==> config.mk <==
export PLATFORM = sky130hd
export DESIGN_NAME = serial_addsub_unit
export DESIGN_NICKNAME = d
export VERILOG_FILES = /design/src/rtl/alu_pkg.sv /design/src/rtl/full_adder_bit.sv /design/src/rtl/serial_addsub_unit.sv
export SDC_FILE = /design/constraint.sdc
export NUM_CORES = 1
export LEC_CHECK = 0
export ABC_AREA = 0
export CAP_MARGIN = 40
export CORE_UTILIZATION = 48
export DETAILED_ROUTE_END_ITERATION = 6
export PLACE_DENSITY = 0.76
export SETUP_SLACK_MARGIN = 0.05
export SLEW_MARGIN = 10
export SYNTH_ARGS = -nofsm -noshare
export SYNTH_HDL_FRONTEND = slang
export SYNTH_SLANG_ARGS = --single-unit
==> constraint.sdc <==
create_clock -name clk -period 2.2 [get_ports clk]
set_clock_uncertainty 0.05 [all_clocks]
set_input_delay 0.66 -clock clk [delete_from_list [all_inputs] [get_ports clk]]
set_output_delay 0.66 -clock clk [all_outputs]
set_load 0.01 [all_outputs]
==> src/rtl/alu_pkg.sv <==
// Shared types and constants for the bit-serial add/subtract datapath.
package alu_pkg;

  typedef enum logic [1:0] {
    IDLE = 2'd0,
    RUN  = 2'd1,
    DONE = 2'd2
  } state_t;

  localparam int FLAG_N = 3;
  localparam int FLAG_Z = 2;
  localparam int FLAG_C = 1;
  localparam int FLAG_V = 0;

  localparam logic OP_ADD = 1'b0;
  localparam logic OP_SUB = 1'b1;

endpackage

==> src/rtl/full_adder_bit.sv <==
// One-bit combinational full adder used as the serial ALU's bit slice.
module full_adder_bit (
  input  logic a,
  input  logic b,
  input  logic cin,
  output logic s,
  output logic cout
);

  assign s    = a ^ b ^ cin;
  assign cout = (a & b) | (a & cin) | (b & cin);

endmodule

==> src/rtl/serial_addsub_unit.sv <==
// Bit-serial two's-complement add/subtract with N/Z/C/V flags and valid/ready on both sides.
// Optional build macro SERIAL_ADDSUB_SAT_EN: saturate the result on signed overflow.
//
// state | meaning
// IDLE  | waiting for an operand pair, in_ready=1
// RUN   | one bit per cycle, LSB first, WIDTH cycles
// DONE  | result held with out_valid=1 until out_ready
module serial_addsub_unit #(
  parameter int WIDTH = 4
) (
  input  logic             clk,
  input  logic             rst_n,
  input  logic             in_valid,
  output logic             in_ready,
  input  logic [WIDTH-1:0] in_a,
  input  logic [WIDTH-1:0] in_b,
  input  logic             in_sub,
  output logic             out_valid,
  input  logic             out_ready,
  output logic [WIDTH-1:0] out_res,
  output logic [3:0]       out_flags
);
  import alu_pkg::*;

  localparam int            CW   = (WIDTH > 1) ? $clog2(WIDTH) : 1;
  localparam logic [CW-1:0] LAST = CW'(WIDTH - 1);

  state_t           r_state;
  state_t           w_next;
  logic [WIDTH-1:0] r_a;
  logic [WIDTH-1:0] r_b;
  logic [WIDTH-2:0] r_shift;
  logic [WIDTH-1:0] r_res;
  logic [3:0]       r_flags;
  logic             r_carry;
  logic [CW-1:0]    r_cnt;

  logic             w_accept;
  logic             w_last;
  logic             w_s;
  logic             w_cout;
  logic             w_v;
  logic [WIDTH-1:0] w_sum;
  logic [WIDTH-1:0] w_final;
  logic [3:0]       w_flags;

  full_adder_bit u_fa (
    .a    (r_a[r_cnt]),
    .b    (r_b[r_cnt]),
    .cin  (r_carry),
    .s    (w_s),
    .cout (w_cout)
  );

  assign in_ready  = (r_state == IDLE);
  assign out_valid = (r_state == DONE);
  assign out_res   = r_res;
  assign out_flags = r_flags;

  assign w_accept = in_valid && in_ready;
  assign w_last   = (r_cnt == LAST);
  // Full result as it stands once the current bit lands on top of the shifted lower bits.
  assign w_sum    = {w_s, r_shift};
  assign w_v      = r_carry ^ w_cout;

`ifdef SERIAL_ADDSUB_SAT_EN
  assign w_final = !w_v          ? w_sum :
                   r_a[WIDTH-1]  ? {1'b1, {(WIDTH-1){1'b0}}} :
                                   {1'b0, {(WIDTH-1){1'b1}}};
`else
  assign w_final = w_sum;
`endif

  always_comb begin
    w_flags         = '0;
    w_flags[FLAG_N] = w_final[WIDTH-1];
    w_flags[FLAG_Z] = (w_final == '0);
    w_flags[FLAG_C] = w_cout;
    w_flags[FLAG_V] = w_v;
  end

  always_comb begin
    w_next = r_state;
    case (r_state)
      IDLE:    if (w_accept) w_next = RUN;
      RUN:     if (w_last) w_next = DONE;
      DONE:    if (out_ready) w_next = IDLE;
      default: w_next = IDLE;
    endcase
  end

  always_ff @(posedge clk) begin
    if (!rst_n) begin
      r_state <= IDLE;
      r_a     <= '0;
      r_b     <= '0;
      r_shift <= '0;
      r_res   <= '0;
      r_flags <= '0;
      r_carry <= 1'b0;
      r_cnt   <= '0;
    end else begin
      r_state <= w_next;
      case (r_state)
        IDLE: begin
          if (w_accept) begin
            r_a     <= in_a;
            r_b     <= (in_sub == OP_ADD) ? in_b : ~in_b;
            r_carry <= (in_sub == OP_SUB);
            r_cnt   <= '0;
          end
        end
        RUN: begin
          r_shift <= w_sum[WIDTH-1:1];
          r_carry <= w_cout;
          r_cnt   <= r_cnt + 1'b1;
          if (w_last) begin
            r_res   <= w_final;
            r_flags <= w_flags;
          end
        end
        default: ;
      endcase
    end
  end

endmodule

[Word level (Yosys, flattened, before mapping)]
Index checks and enable logic that the tools add are counted.
Operators by class
  add/subtract/negate cells: 1
  order comparisons: 1
  eq/ne operators: 6
  mux-type cells: 13
  bitwise operators: 9
  reduce and logical (&&, ||, !) cells: 8
Operators by type and width (count)
  two-way mux 2 bit: 4
  one-hot mux 2 bit (3 select lines): 1
  AND reduction 2 bit: 3
  binary-select mux 1 bit (select 2 bit): 2
  == test 2 bit, second input constant: 2
  logical NOT 4 bit: 1
  two-way mux 4 bit: 1
  != test 2 x 1 -> 1 bit, second input constant: 2
  inverter 4 bit: 1
  one-hot mux 2 bit (2 select lines): 1
  AND 1 bit: 3
  less-than comparator 2 x 3 -> 1 bit, second input constant: 1
  two-way mux 1 bit: 3
  AND reduction 3 bit: 1
  bitwise XOR 1 bit: 3
  adder 2 x 1 -> 2 bit, second input constant: 1
  == test 2 x 1 -> 1 bit, second input constant: 1
  logical NOT 2 bit: 1
  != test 2 bit, second input constant: 1
  OR 1 bit: 2
  one-hot mux 1 bit (2 select lines): 1
  nonzero test 2 bit: 1
  logical AND 1 bit: 1
Word-level totals
  register bits: 24
  output and inout port bits: 10
  word-level logic and storage cells: 46

[Longest topological paths before layout]
  depth in word-level cells: 6
  depth in mapped cells: 6

[Cells and area by module]
A second synthesis with hierarchy kept.
Second synthesis, totals
  cell total of the unflattened synthesis: 99
  area, all modules: 1063.5 µm²
By module, submodules not included
  serial_addsub_unit: times used 1, cells an instance 98, area an instance 1043.5 µm², sequential area each 460.4 µm²
  full_adder_bit: times used 1, cells an instance 1, area an instance 20.0 µm², sequential area each 0.0 µm²

[Least setup slack after synthesis]
No wires, ideal clock.
  path kind: register -> register
  start: reg r_cnt[0]
  end: reg r_flags[2] (netlist: out_flags[2])
  library setup time: 0.116 ns
  arrival time: 1.743 ns
  data required time: 2.034 ns
  setup slack: 0.291 ns
  cell stages (with the launch flop): 7
  path buffers: 0
  clock period less this slack: 1.909 ns
  path through: dfxtp_1 mux4_2 inv_1 fa_1 nor4b_1 mux2i_1 nor2b_1
Between the ends
  cells in the longest elaborated chain, start to end: 5
  elaborated cells on any way between the ends: 9
  classes of those cells: eq/ne: 1; mux: 4; bitwise: 2; reduce/logical: 2
RTL lines
  start: declaration: RTL line serial_addsub_unit.sv:36  | logic [CW-1:0] r_cnt;
  start signal: assignment: RTL line serial_addsub_unit.sv:116  | r_cnt <= r_cnt + 1'b1;
  binary-select mux 1 bit (select 2 bit), on equally long branches: RTL line serial_addsub_unit.sv:48, serial_addsub_unit.sv:49
  two-way mux 1 bit, on equally long branches: RTL line serial_addsub_unit.sv:48, serial_addsub_unit.sv:49
  bitwise XOR 1 bit (2 in a row): RTL line full_adder_bit.sv:10  | assign s = a ^ b ^ cin;
  logical NOT 4 bit: RTL line serial_addsub_unit.sv:77  | w_flags[FLAG_Z] = (w_final == '0);
  end signal: assignment: RTL line serial_addsub_unit.sv:119  | r_flags <= w_flags;
  end: declaration: RTL line serial_addsub_unit.sv:34  | logic [3:0] r_flags;
Several ways; a longest one is shown, not always the timed one. The select of a mux whose other input is x is not followed.
A chain may end at the register's enable or synchronous reset.

[Worst setup path in the final report]
  start: reg r_state[1]
  end: out in_ready
Between the ends
  cells in the longest elaborated chain, start to end: 1
RTL lines
  start: declaration: RTL line serial_addsub_unit.sv:28  | state_t r_state;
  start signal: assignment: RTL line serial_addsub_unit.sv:103  | r_state <= w_next;
  logical NOT 2 bit: RTL line serial_addsub_unit.sv:55  | assign in_ready = (r_state == IDLE);
  end: declaration: RTL line serial_addsub_unit.sv:14  | output logic in_ready,
No other way between the ends.

==> report_table.html <==
<table>
<tr><th>Metric</th><th>Value</th></tr>
<tr><th colspan="2">Layout</th></tr>
<tr><td>Area added between synthesis and finish</td><td>26.7%</td></tr>
<tr><td>Cell area after layout</td><td>1290 um2</td></tr>
<tr><td>Fill cells</td><td>164</td></tr>
<tr><td>Antenna cells</td><td>0</td></tr>
<tr><td>Commonest cells after routing, fill and taps aside</td><td>sky130_fd_sc_hd__clkdlybuf4s50_1 (21), sky130_fd_sc_hd__dfxtp_1 (20), sky130_fd_sc_hd__nor2_1 (17), sky130_fd_sc_hd__mux2i_1 (12), sky130_fd_sc_hd__a211oi_1 (7)</td></tr>
<tr><td>Most common cell after layout, fill and taps aside</td><td>sky130_fd_sc_hd__clkdlybuf4s50_1</td></tr>
<tr><td>NumNets Final</td><td>135</td></tr>
<tr><td>Proportion of layout cells with a drive suffix above 1</td><td>14.3%</td></tr>
<tr><th colspan="2">Yosys</th></tr>
<tr><td>Synthesis warning total</td><td>0</td></tr>
<tr><td>Number of synthesized register bits</td><td>23</td></tr>
<tr><td>Synthesized netlist cell count</td><td>95</td></tr>
<tr><td>Mean cell area of the mapped netlist</td><td>10.7 um2</td></tr>
<tr><td>Share of synthesized area occupied by flip-flops and latches</td><td>45.2%</td></tr>
<tr><td>Primary FF master, synth</td><td>sky130_fd_sc_hd__dfxtp_1</td></tr>
<tr><td>Number of distinct library cells after synthesis</td><td>26</td></tr>
<tr><td>Post-synthesis net count</td><td>110</td></tr>
<tr><td>Count of flip-flops with a built-in enable after synthesis</td><td>0</td></tr>
<tr><td>Netlist Area Pre-Place</td><td>1020 um2</td></tr>
<tr><td>Fraction of synthesis flops using an asynchronous set or reset pin</td><td>0%</td></tr>
<tr><th colspan="2">Critical path</th></tr>
<tr><td>Category of the most critical setup path</td><td>flip-flop to primary output</td></tr>
<tr><td>Required arrival time at the worst endpoint</td><td>1.49 ns</td></tr>
<tr><td>Worst-path maximum fanout</td><td>6</td></tr>
<tr><td>Worst Setup End Kind</td><td>primary output</td></tr>
<tr><td>Launching element type of the critical path</td><td>flip-flop</td></tr>
<tr><td>Arrival time of the worst setup path</td><td>1.31 ns</td></tr>
<tr><th colspan="2">Route</th></tr>
<tr><td>Via count of the routed design</td><td>727</td></tr>
<tr><td>First-iteration detailed-routing DRC count</td><td>6</td></tr>
<tr><td>Post-detailed-route via-to-cell ratio</td><td>4.98</td></tr>
<tr><td>First drt pass iteration count</td><td>4</td></tr>
<tr><td>Routed Wire Length</td><td>1870 um</td></tr>
<tr><td>Per-cell routed wire length</td><td>12.8 um</td></tr>
<tr><td>Number of design rule violations left after detail routing</td><td>0</td></tr>
<tr><td>Count of nets left with antenna violations after detail routing</td><td>0</td></tr>
<tr><th colspan="2">Die</th></tr>
<tr><td>Count of boundary I/O pins</td><td>23</td></tr>
<tr><td>Total Die Area</td><td>2310 um2</td></tr>
<tr><td>Width of the die</td><td>48.1 um</td></tr>
<tr><td>Core Rows</td><td>16</td></tr>
<tr><td>Initial core utilization</td><td>51.4%</td></tr>
<tr><td>Vertical die dimension</td><td>48.1 um</td></tr>
<tr><td>Area of the core</td><td>1980 um2</td></tr>
<tr><th colspan="2">STA</th></tr>
<tr><td>Fin Setup TNS</td><td>0 ns</td></tr>
<tr><td>Final hold vios</td><td>0</td></tr>
<tr><td>Setup repair after global routing missed its margin</td><td>no</td></tr>
<tr><td>Highest Clock Rate</td><td>495 MHz</td></tr>
<tr><td>Final setup fails</td><td>0</td></tr>
<tr><td>Final-report max-slew violation count</td><td>0</td></tr>
<tr><td>Final cycle utilization of the critical path</td><td>91.8%</td></tr>
<tr><td>Time the worst path needs with I/O delays and setup</td><td>2.02 ns</td></tr>
<tr><td>Transition at the pin with the smallest max-transition slack</td><td>0.589 ns</td></tr>
<tr><td>Final worst-path setup slack</td><td>0.180 ns</td></tr>
<tr><td>Max-slew headroom</td><td>60.7%</td></tr>
<tr><th colspan="2">Clock network</th></tr>
<tr><td>Deepest clock path buffer count</td><td>2</td></tr>
<tr><td>Clock buffers created by TritonCTS</td><td>3</td></tr>
<tr><td>Clock sink total</td><td>23</td></tr>
<tr><td>Depth of the CTS H-tree</td><td>1</td></tr>
<tr><td>Latest clock arrival within the worst-skew pair</td><td>0.30 ns</td></tr>
<tr><td>Clock-pin slew of the registers on the worst-case setup and hold paths</td><td>0.12 ns</td></tr>
<tr><td>CTS tree</td><td>yes</td></tr>
<tr><td>Postcts setup bufs</td><td>0</td></tr>
<tr><td>Clk root buf</td><td>sky130_fd_sc_hd__clkbuf_4</td></tr>
<tr><td>CTS Hold Buffers Added</td><td>0</td></tr>
<tr><th colspan="2">Run status</th></tr>
<tr><td>Run status</td><td>complete, no violations</td></tr>
<tr><th colspan="2">GRT</th></tr>
<tr><td>Antenna violations before repair</td><td>0</td></tr>
<tr><td>Largest net degree at the start of global routing</td><td>14</td></tr>
<tr><td>Total routing resource utilization after global routing</td><td>18.5%</td></tr>
<tr><td>Wire length of the first global-routing pass</td><td>2850 um</td></tr>
<tr><td>Residual overflow from global routing</td><td>0</td></tr>
<tr><td>Vias in the first global route</td><td>680</td></tr>
<tr><th colspan="2">Min path</th></tr>
<tr><td>Class of the most critical hold timing path</td><td>flip-flop to flip-flop</td></tr>
<tr><th colspan="2">Placed design</th></tr>
<tr><td>Worst Setup Slack post-DPL</td><td>0.130 ns</td></tr>
<tr><td>Placed cell areas</td><td>1250 um2</td></tr>
<tr><td>Post-detail-place hpwl</td><td>1380 um</td></tr>
<tr><td>Input/output buffers</td><td>22</td></tr>
<tr><td>GP Congestion</td><td>0.746</td></tr>
<tr><th colspan="2">Power and ir drop</th></tr>
<tr><td>Lkg Pwr</td><td>0.500 nW</td></tr>
<tr><td>Largest voltage drop on the vdd net</td><td>0.390 mV</td></tr>
<tr><td>Power density cells</td><td>588 nW/um2</td></tr>
<tr><th colspan="2">Run</th></tr>
<tr><td>Max Cap Violations</td><td>0</td></tr>
</table>
-- flip-flops by register name (all words and copies together), names as in the netlist --
| name | count |
|---|---|
| r_b | 4 |
| r_a | 4 |
| out_res | 4 |
| r_state | 2 |
| r_shift | 3 |
| r_cnt | 2 |
| r_carry | 1 |
| out_flags | 3 |
-- worst max-delay path, cell delays in order, from the launching register on --
cell	delay, ns
sky130_fd_sc_hd__dfxtp_2	0.37
sky130_fd_sc_hd__nor2_1	0.10
sky130_fd_sc_hd__clkdlybuf4s50_1	0.53
-- metrics by stage --
step / utilization, % / instances / hold WS [ns] / total power, mW
global placement: 63.3 / 142 / 0.423 / 0.576
CTS: 64.8 / 146 / 0.464 / 0.772
detailed placement: 63.3 / 142 / 0.434 / 0.581
global route: 65.1 / 146 / 0.463 / 0.803
floorplan: - / 95 / 0.405 / 0.536
finish: 65.1 / 146 / 0.451 / 0.759
-- cell type report --
class	instances	area, um2	share of cell area [%]
clock inverters	1	5.00	0.388
clock buffers	3	22.5	1.75
multi-input cells	61	490	38.0
inverters	5	18.8	1.45
repair buffers	26	253	19.6
well taps	27	33.8	2.62
flip-flops and latches	23	467	36.2
-- layer usage --
metal | routed length (um) | vias up | GRT usage (%)
li1 | - | 370 | -
met1 | 868 | 337 | 24.1
met2 | 916 | 16 | 28.9
met3 | 66 | 4 | 4.53
met4 | 15 | 0 | 8.33
met5 | 0 | - | 0
-- worst paths after layout --
kind	startpoint	end	slack, ns	depth (start not counted)
setup / recovery	r_state[1]$_SDFFE_PN0P_	in_ready	0.18	2
hold / removal	r_state[0]$_SDFFE_PN0P_	r_state[0]$_SDFFE_PN0P_	0.45	1
setup reg to reg	r_cnt[0]$_SDFFE_PN0P_	out_flags[2]$_SDFFE_PN0P_	0.21	6
hold reg to reg	r_state[0]$_SDFFE_PN0P_	r_state[0]$_SDFFE_PN0P_	0.45	1
-- Yosys cell counts, types with 2 or more instances --
master,count,share of area [%]
sky130_fd_sc_hd__dfxtp_1,23,45
sky130_fd_sc_hd__nor2_1,17,6.3
sky130_fd_sc_hd__mux2i_1,12,12
sky130_fd_sc_hd__a211oi_1,7,5.2
sky130_fd_sc_hd__nor2b_1,5,3.1
sky130_fd_sc_hd__xnor2_1,5,4.3
sky130_fd_sc_hd__inv_1,4,1.5
sky130_fd_sc_hd__buf_6,3,3.3
sky130_fd_sc_hd__mux4_2,2,4.4
-- repair_timing --
| item | 4_1_cts | 5_1_grt |
|---|---|---|
| hold endpoints to repair | 0 | 0 |
| endpoints found under the setup margin | 1 | 2 |
| gates resized for setup | 2 | 3 |
| pin swaps | 0 | 0 |
-- where the power goes --
group / switching (mW) / total, mW / internal [mW]
Sequential: 0.0162 / 0.451 / 0.435
Clock: 0.119 / 0.186 / 0.0678
Combinational: 0.0514 / 0.121 / 0.0694
Total: 0.186 / 0.759 / 0.572
-- logic make-up (layout without fill, tap and decap cells) --
kind of cell | Yosys count | in the layout | share of synthesized area (%)
compound gates | 13 | 13 | 10.2
mux | 14 | 14 | 16.2
simple gates | 27 | 27 | 14.3
fa+ha+maj | 2 | 2 | 3.19
flops | 23 | 23 | 45.2
buf+inv | 11 | 35 | 6.63
xor+xnor | 5 | 5 | 4.30
No activity file was read; power rests on OpenSTA's default activity.
